[src/rtl/nonce_report_fifo.sv]
// nonce_report_fifo: buffers golden nonces from the hashing core and presents
// the oldest entry, its occupancy and a sticky overflow flag on one probe word.
// The JTAG host pops one entry per level change of host_ack_toggle and clears
// overflow per level change of host_clr_toggle. The probe word comes only from
// registers, so it has no combinational path from any input.
module nonce_report_fifo #(
    parameter int NONCE_WIDTH = 32,
    parameter int ADDR_WIDTH  = 3
) (
    input  logic                              clk,
    input  logic                              reset,
    input  logic                              nonce_valid,
    input  logic [NONCE_WIDTH-1:0]            nonce,
    input  logic                              host_ack_toggle,
    input  logic                              host_clr_toggle,
    output logic [NONCE_WIDTH+ADDR_WIDTH+2:0] probe_data
);

    localparam int                    DEPTH      = 2 ** ADDR_WIDTH;
    localparam logic [ADDR_WIDTH:0]   FULL_COUNT = (ADDR_WIDTH + 1)'(DEPTH);
    localparam logic [ADDR_WIDTH:0]   ONE_COUNT  = (ADDR_WIDTH + 1)'(1);
    localparam logic [ADDR_WIDTH-1:0] PTR_ONE    = ADDR_WIDTH'(1);

    logic [NONCE_WIDTH-1:0] mem_q [DEPTH];

    logic [ADDR_WIDTH-1:0]  wr_ptr_q, wr_ptr_d;
    logic [ADDR_WIDTH-1:0]  rd_ptr_q, rd_ptr_d;
    logic [ADDR_WIDTH:0]    count_q, count_d;
    logic                   overflow_q, overflow_d;
    logic                   ack_q, clr_q;
    logic [NONCE_WIDTH-1:0] head_q, head_d;

    logic ack_evt, clr_evt, empty, full;
    logic pop_ok, push_ok, ovf_evt, new_is_head;

    // Decode host requests and compute the next pointer/count/flag/head state.
    always_comb begin
        ack_evt  = host_ack_toggle ^ ack_q;
        clr_evt  = host_clr_toggle ^ clr_q;
        empty    = (count_q == '0);
        full     = (count_q == FULL_COUNT);
        // A pop request against an empty FIFO is simply dropped.
        pop_ok   = ack_evt && !empty;
        // When full, a push is only accepted if a pop frees a slot this cycle.
        push_ok  = nonce_valid && (!full || pop_ok);
        ovf_evt  = nonce_valid && full && !pop_ok;

        wr_ptr_d = push_ok ? (wr_ptr_q + PTR_ONE) : wr_ptr_q;
        rd_ptr_d = pop_ok  ? (rd_ptr_q + PTR_ONE) : rd_ptr_q;

        count_d = count_q;
        case ({push_ok, pop_ok})
            2'b10:   count_d = count_q + ONE_COUNT;
            2'b01:   count_d = count_q - ONE_COUNT;
            default: count_d = count_q;
        endcase

        // Setting overflow takes priority over a clear in the same cycle.
        if (ovf_evt) begin
            overflow_d = 1'b1;
        end else if (clr_evt) begin
            overflow_d = 1'b0;
        end else begin
            overflow_d = overflow_q;
        end

        // The incoming nonce becomes head when nothing older survives this edge;
        // it is not yet in memory, so bypass it straight into the head register.
        new_is_head = push_ok && (empty || ((count_q == ONE_COUNT) && pop_ok));
        if (count_d == '0) begin
            head_d = '0;
        end else if (new_is_head) begin
            head_d = nonce;
        end else begin
            head_d = mem_q[rd_ptr_d];
        end
    end

    // Storage array; entries need no reset since count qualifies them.
    always_ff @(posedge clk) begin
        if (push_ok) begin
            mem_q[wr_ptr_q] <= nonce;
        end
    end

    // Control state; toggle trackers reload the live levels on reset so that
    // no spurious pop or clear fires after reset is released.
    always_ff @(posedge clk) begin
        if (reset) begin
            wr_ptr_q   <= '0;
            rd_ptr_q   <= '0;
            count_q    <= '0;
            overflow_q <= 1'b0;
            head_q     <= '0;
            ack_q      <= host_ack_toggle;
            clr_q      <= host_clr_toggle;
        end else begin
            wr_ptr_q   <= wr_ptr_d;
            rd_ptr_q   <= rd_ptr_d;
            count_q    <= count_d;
            overflow_q <= overflow_d;
            head_q     <= head_d;
            ack_q      <= host_ack_toggle;
            clr_q      <= host_clr_toggle;
        end
    end

    // Probe word, LSB first: head nonce, count, valid, overflow.
    always_comb begin
        probe_data = {overflow_q, (count_q != '0), count_q, head_q};
    end

endmodule

[config.mk]
export PLATFORM = sky130hd
export DESIGN_NAME = nonce_report_fifo
export DESIGN_NICKNAME = d
export VERILOG_FILES = /design/src/rtl/nonce_report_fifo.sv
export SDC_FILE = /design/constraint.sdc
export NUM_CORES = 1
export LEC_CHECK = 0
export ABC_AREA = 0
export BUFFER_PORTS_ARGS = -buffer_cell sky130_fd_sc_hd__buf_4
export CAP_MARGIN = 20
export CELL_PAD_IN_SITES_DETAIL_PLACEMENT = 1
export CELL_PAD_IN_SITES_GLOBAL_PLACEMENT = 2
export CORE_MARGIN = 1.5
export CORE_UTILIZATION = 42
export DETAILED_ROUTE_END_ITERATION = 10
export GPL_ROUTABILITY_DRIVEN = 1
export HOLD_SLACK_MARGIN = 0.15
export PLACE_DENSITY = 0.9
export SLEW_MARGIN = 20
export SYNTH_ARGS = -nofsm -noshare
export SYNTH_HDL_FRONTEND = slang
export SYNTH_SLANG_ARGS = --single-unit
[constraint.sdc]
create_clock -name clk -period 4.5 [get_ports clk]
set_input_delay 0 -clock clk [delete_from_list [all_inputs] [get_ports clk]]
set_output_delay 0 -clock clk [all_outputs]
set_load 0.02 [all_outputs]
==> results.md <==
- H-tree level count: 1
- First-pass iteration count of the detailed router: 5
- CTS tree: built
- Std-Cell Core Area: about 0.036 mm^2
- Wire length per cell after detailed routing: roughly 28 um
- Hpwl dp: ~28000 um
- Maximum capacitance violations: 0
- Sinks on the clock net: about 300
- Total inserted antenna cells: 0
- Outcome: completed
- DIE AREA: 0.0372 mm^2
- Startpoint of the most critical hold path: nonce[26]
- Top cells by area, synth: sky130_fd_sc_hd__edfxtp_1 51%, sky130_fd_sc_hd__nor3_1 6.3%, sky130_fd_sc_hd__dfxtp_1 6.0%
- Number of global-route vias before repair: roughly 13000
- Die Width: slightly below 200 um
- Net Sw Frac: 32.4%
- Die height: a little under 200 um
- Worst-case setup margin in the final layout: approximately 1 ns
- WP data arrival: 4.01 ns
- Number of cells traversed by the worst hold path: 2
- Standard cell with the maximum stage delay on the critical path: sky130_fd_sc_hd__buf_4
- Crit share post-route: between 70 and 80%
- Detailed Route WL: between 50000 and 60000 um
- Clk Latency, worst-skew pair: about 0.58 ns
- # DRC: 0
- Instance area after placement: ~0.016 mm^2
- Setup skew after layout: roughly 0.0094 ns
- Setup repair bufs after CTS: 0
- Maximum fanout count along the critical path: 79
- Slew margin rel.: approximately 29%
- Main combinational cell family by area after synthesis: simple AND/OR/NAND/NOR gates
- Worst path bufs/invs: 2
- Crit-path most repeated cell: sky130_fd_sc_hd__buf_4
- Number of warnings reported in the yosys synthesis log: 0
- Number of top-level pins: 75
- DRT antenna net count: 0
- Synthesized area per cell: between 10 and 15 um^2
- Utilization after layout: between 40% and 50%
- Critical path's largest stage delay: roughly 0.8 ns
- FF-to-FF path depth: 7
- Endpoint with the worst hold slack: mem_q[5][26]
- Commonest non-fill, non-tap cell in the layout: sky130_fd_sc_hd__edfxtp_1
- Fraction of final layout cells sized beyond drive strength 1: between 10% and 20%
- Power dissipated by switching net loads: roughly 0.0026 W
- Total track usage: a little over a quarter
- Post-synth EDFFs: 256
- Slew at the pin with the worst max-slew slack: 1.07 ns
- Global-route wire length before repair: between 70000 and 80000 um
- Maximum clock insertion buffer count: 3
- Cell Chain, Critical Path: xnor2_2, buf_4, buf_4, nor4_1, or4_1, o41ai_2, o2111a_1
- Net count reported at finish: between 1000 and 1500
- Simple-gate portion of the synthesized area: slightly below 20%
- Overall via count from detail_route: between 10000 and 15000
- Post-cts gate resize count: 0
- Category of the most critical setup path: reg2reg
- Area added between synthesis and finish: 16.0%
- Pre-CTS worst setup slack: about 1.1 ns
- Clock transition at the register clock pins on the worst setup and hold paths after CTS: around 0.070 ns
- Clock tree root buffer cell: sky130_fd_sc_hd__clkbuf_16
- Post-synthesis xor/xnor area fraction: less than 1%
- Total non-filler cell area in the finished layout: about 0.018 mm^2
- Worst setup SP type: flip-flop
- Internal reg-to-reg setup slack: between 1 and 1.5 ns
- DRT iter0 DRCs: between 1000 and 1500
- Largest net degree at the start of global routing: between 100 and 150
- Number of setup violations in the final report: 0
- Fraction of the yosys area taken by sequential cells: 56.7%
- Mux cell area share after synthesis: 0.355%
- Effective utilization at floorplan: about 43%
- Portion of total power attributed to combinational logic: about a quarter
- Crit path time final: between 3 and 4 ns
- Count of endpoints failing hold in the final timing report: 0
- Global placement routability congestion: 0.758
- Antenna violations before repair: 1
- Largest voltage drop on the vdd net: approximately 0.32 mV
- Unique masters post-synth: slightly above 50
- GR Overflow Total: 0
- CP endpoint kind: flip-flop
- Top cell family by delay on the critical path: buffers and inverters
- Cell count after synthesis: 1320
- Internal Power: 0.00538 W
- Dominant register cell in the synthesized netlist: sky130_fd_sc_hd__edfxtp_1
- Commonest cells after routing, fill and taps aside: 256 x sky130_fd_sc_hd__edfxtp_1, 188 x sky130_fd_sc_hd__nor3_1, 112 x sky130_fd_sc_hd__buf_4
- TNS Setup: 0 ns
- TritonCTS buffer count: 31
- Detailed-route vias per instance: approximately 6.7
- Share of power burned in the clock network: roughly a third
- Seq pwr share: 40.9%
- Synthesized cell area: 0.0151 mm^2
- Area share of fa/ha/maj cells after synthesis: less than 1%
- Required time of the critical path: 5.01 ns
- Final-report max-slew violation count: 0
- Fin Hold WS: 0.216 ns
- Number of filler cells placed in the layout: about 3700
- Class of the tightest hold or removal check: in2reg
- Post-synthesis register bit count: around 300
- Power Density: 453 mW/mm^2
- Hold buffer count at CTS: 39
- Setup repair after global routing missed its margin: false
- Biggest area consumer among synthesized cells: sky130_fd_sc_hd__edfxtp_1
- Fraction of the mapped netlist area in compound gates: between 15 and 20%
- Post-synth net total: 1365
- Worst reg2reg endpoint: head_q[8]
- Share of the synthesized area in the top cell type: 50.8%
- Proportion of register bits with asynchronous set or reset after synthesis: 0%
- Leakage power: approximately 5.6 nW
- Row count: 69
- Reg-to-reg critical path startpoint: ack_q
- Number of port buffers: 74
- Highest clock frequency the design can meet: roughly 0.29 GHz
==> Yosys cell counts (2+ instances only) <==
master,n
sky130_fd_sc_hd__edfxtp_1,256
sky130_fd_sc_hd__nor3_1,190
sky130_fd_sc_hd__clkbuf_1,105
sky130_fd_sc_hd__nor2_1,77
sky130_fd_sc_hd__nor3b_1,64
sky130_fd_sc_hd__or4_1,64
sky130_fd_sc_hd__a211oi_1,62
sky130_fd_sc_hd__nor4_1,62
sky130_fd_sc_hd__dfxtp_1,45
sky130_fd_sc_hd__nand2_1,43
sky130_fd_sc_hd__buf_2,35
sky130_fd_sc_hd__o22ai_1,33
sky130_fd_sc_hd__o2111a_1,32
sky130_fd_sc_hd__o211ai_1,32
sky130_fd_sc_hd__o31ai_1,32
sky130_fd_sc_hd__o21a_1,31
sky130_fd_sc_hd__o41ai_1,31
sky130_fd_sc_hd__o41ai_2,31
sky130_fd_sc_hd__nand2b_1,9
sky130_fd_sc_hd__a21oi_1,8
sky130_fd_sc_hd__ha_1,8
sky130_fd_sc_hd__buf_4,7
sky130_fd_sc_hd__buf_1,6
sky130_fd_sc_hd__inv_1,6
sky130_fd_sc_hd__buf_6,4
sky130_fd_sc_hd__o21ai_0,4
sky130_fd_sc_hd__o221ai_1,4
sky130_fd_sc_hd__a22oi_1,3
sky130_fd_sc_hd__mux2_2,3
sky130_fd_sc_hd__nand3_1,3
sky130_fd_sc_hd__or2_2,3
sky130_fd_sc_hd__or3_1,3
sky130_fd_sc_hd__xnor2_1,3
sky130_fd_sc_hd__inv_2,2
sky130_fd_sc_hd__mux2i_1,2
sky130_fd_sc_hd__xor2_1,2
==> how the worst max path moves through the flow <==
stage,startpoint,to,slack (ns),cells after the start
after floorplan,count_q[0],mem_q[0][0],0.41,7
after global placement,ack_q,head_q[14],1.24,7
after detailed placement,count_q[0],head_q[2],1.13,12
after CTS,count_q[0],head_q[22],1.10,12
after global routing,count_q[0],head_q[23],0.81,12
final,ack_q,head_q[8],1.00,7
==> routing by layer <==
metal / vias up / global-route usage [%] / wire [um]
li1: 5404 / - / -
met1: 6352 / 35.6 / 20900
met2: 497 / 46.5 / 25000
met3: 104 / 3.91 / 3210
met4: 2 / 10.4 / 1660
met5: - / 0 / 8
==> area by class of cell <==
class,count,area [um^2],area share [%]
tap,461,577,3.28
clock inverter,15,181,1.03
inverter,9,35.0,0.199
timing repair buffer,158,1370,7.81
sequential,301,8590,48.9
multi-input combinational,853,5940,33.8
clock buffer,43,871,4.96
==> power groups by stage <==
stage / sequential (W) / clock (W) / combinational, W
finish: 0.00326 / 0.00269 / 0.00202
global route: 0.00327 / 0.00281 / 0.00213
CTS: 0.00325 / 0.00271 / 0.00199
detailed placement: 0.00331 / 0 / 0.00195
global placement: 0.00331 / 0 / 0.00189
floorplan: 0.00336 / 0 / 0.00118
==> cells by family after synthesis <==
| group | count (synthesis) |
|---|---|
| AOI/OAI and AO/OA | 310 |
| xor gates and xnor gates | 6 |
| adders and majority gates | 8 |
| buffers and inverters | 166 |
| DFF | 301 |
| muxes | 5 |
| and+or+nand+nor | 524 |
==> state kept, by name (all words and copies together), names as in the netlist <==
register    flops
head_q         32
clr_q           1
wr_ptr_q        3
ack_q           1
mem_q         256
rd_ptr_q        3
overflow_q      1
count_q         4
==> per-stage QoR <==
step,total power (W),std cells
after floorplan,0.00453,1320
after global placement,0.00520,1743
after detailed placement,0.00526,1743
after CTS,0.00795,1840
after global routing,0.00820,1840
final,0.00796,1840
==> worst register-to-register path: cells and delay by family (launching register included) <==
family / cells / cell delay, ns
buffers and inverters: 2 / 1.39
AND/OR/NAND/NOR: 2 / 0.76
AO/OA/AOI/OAI: 2 / 0.62
flip-flops: 1 / 0.49
XOR/XNOR: 1 / 0.17
Power figures use the tool's default switching activity.
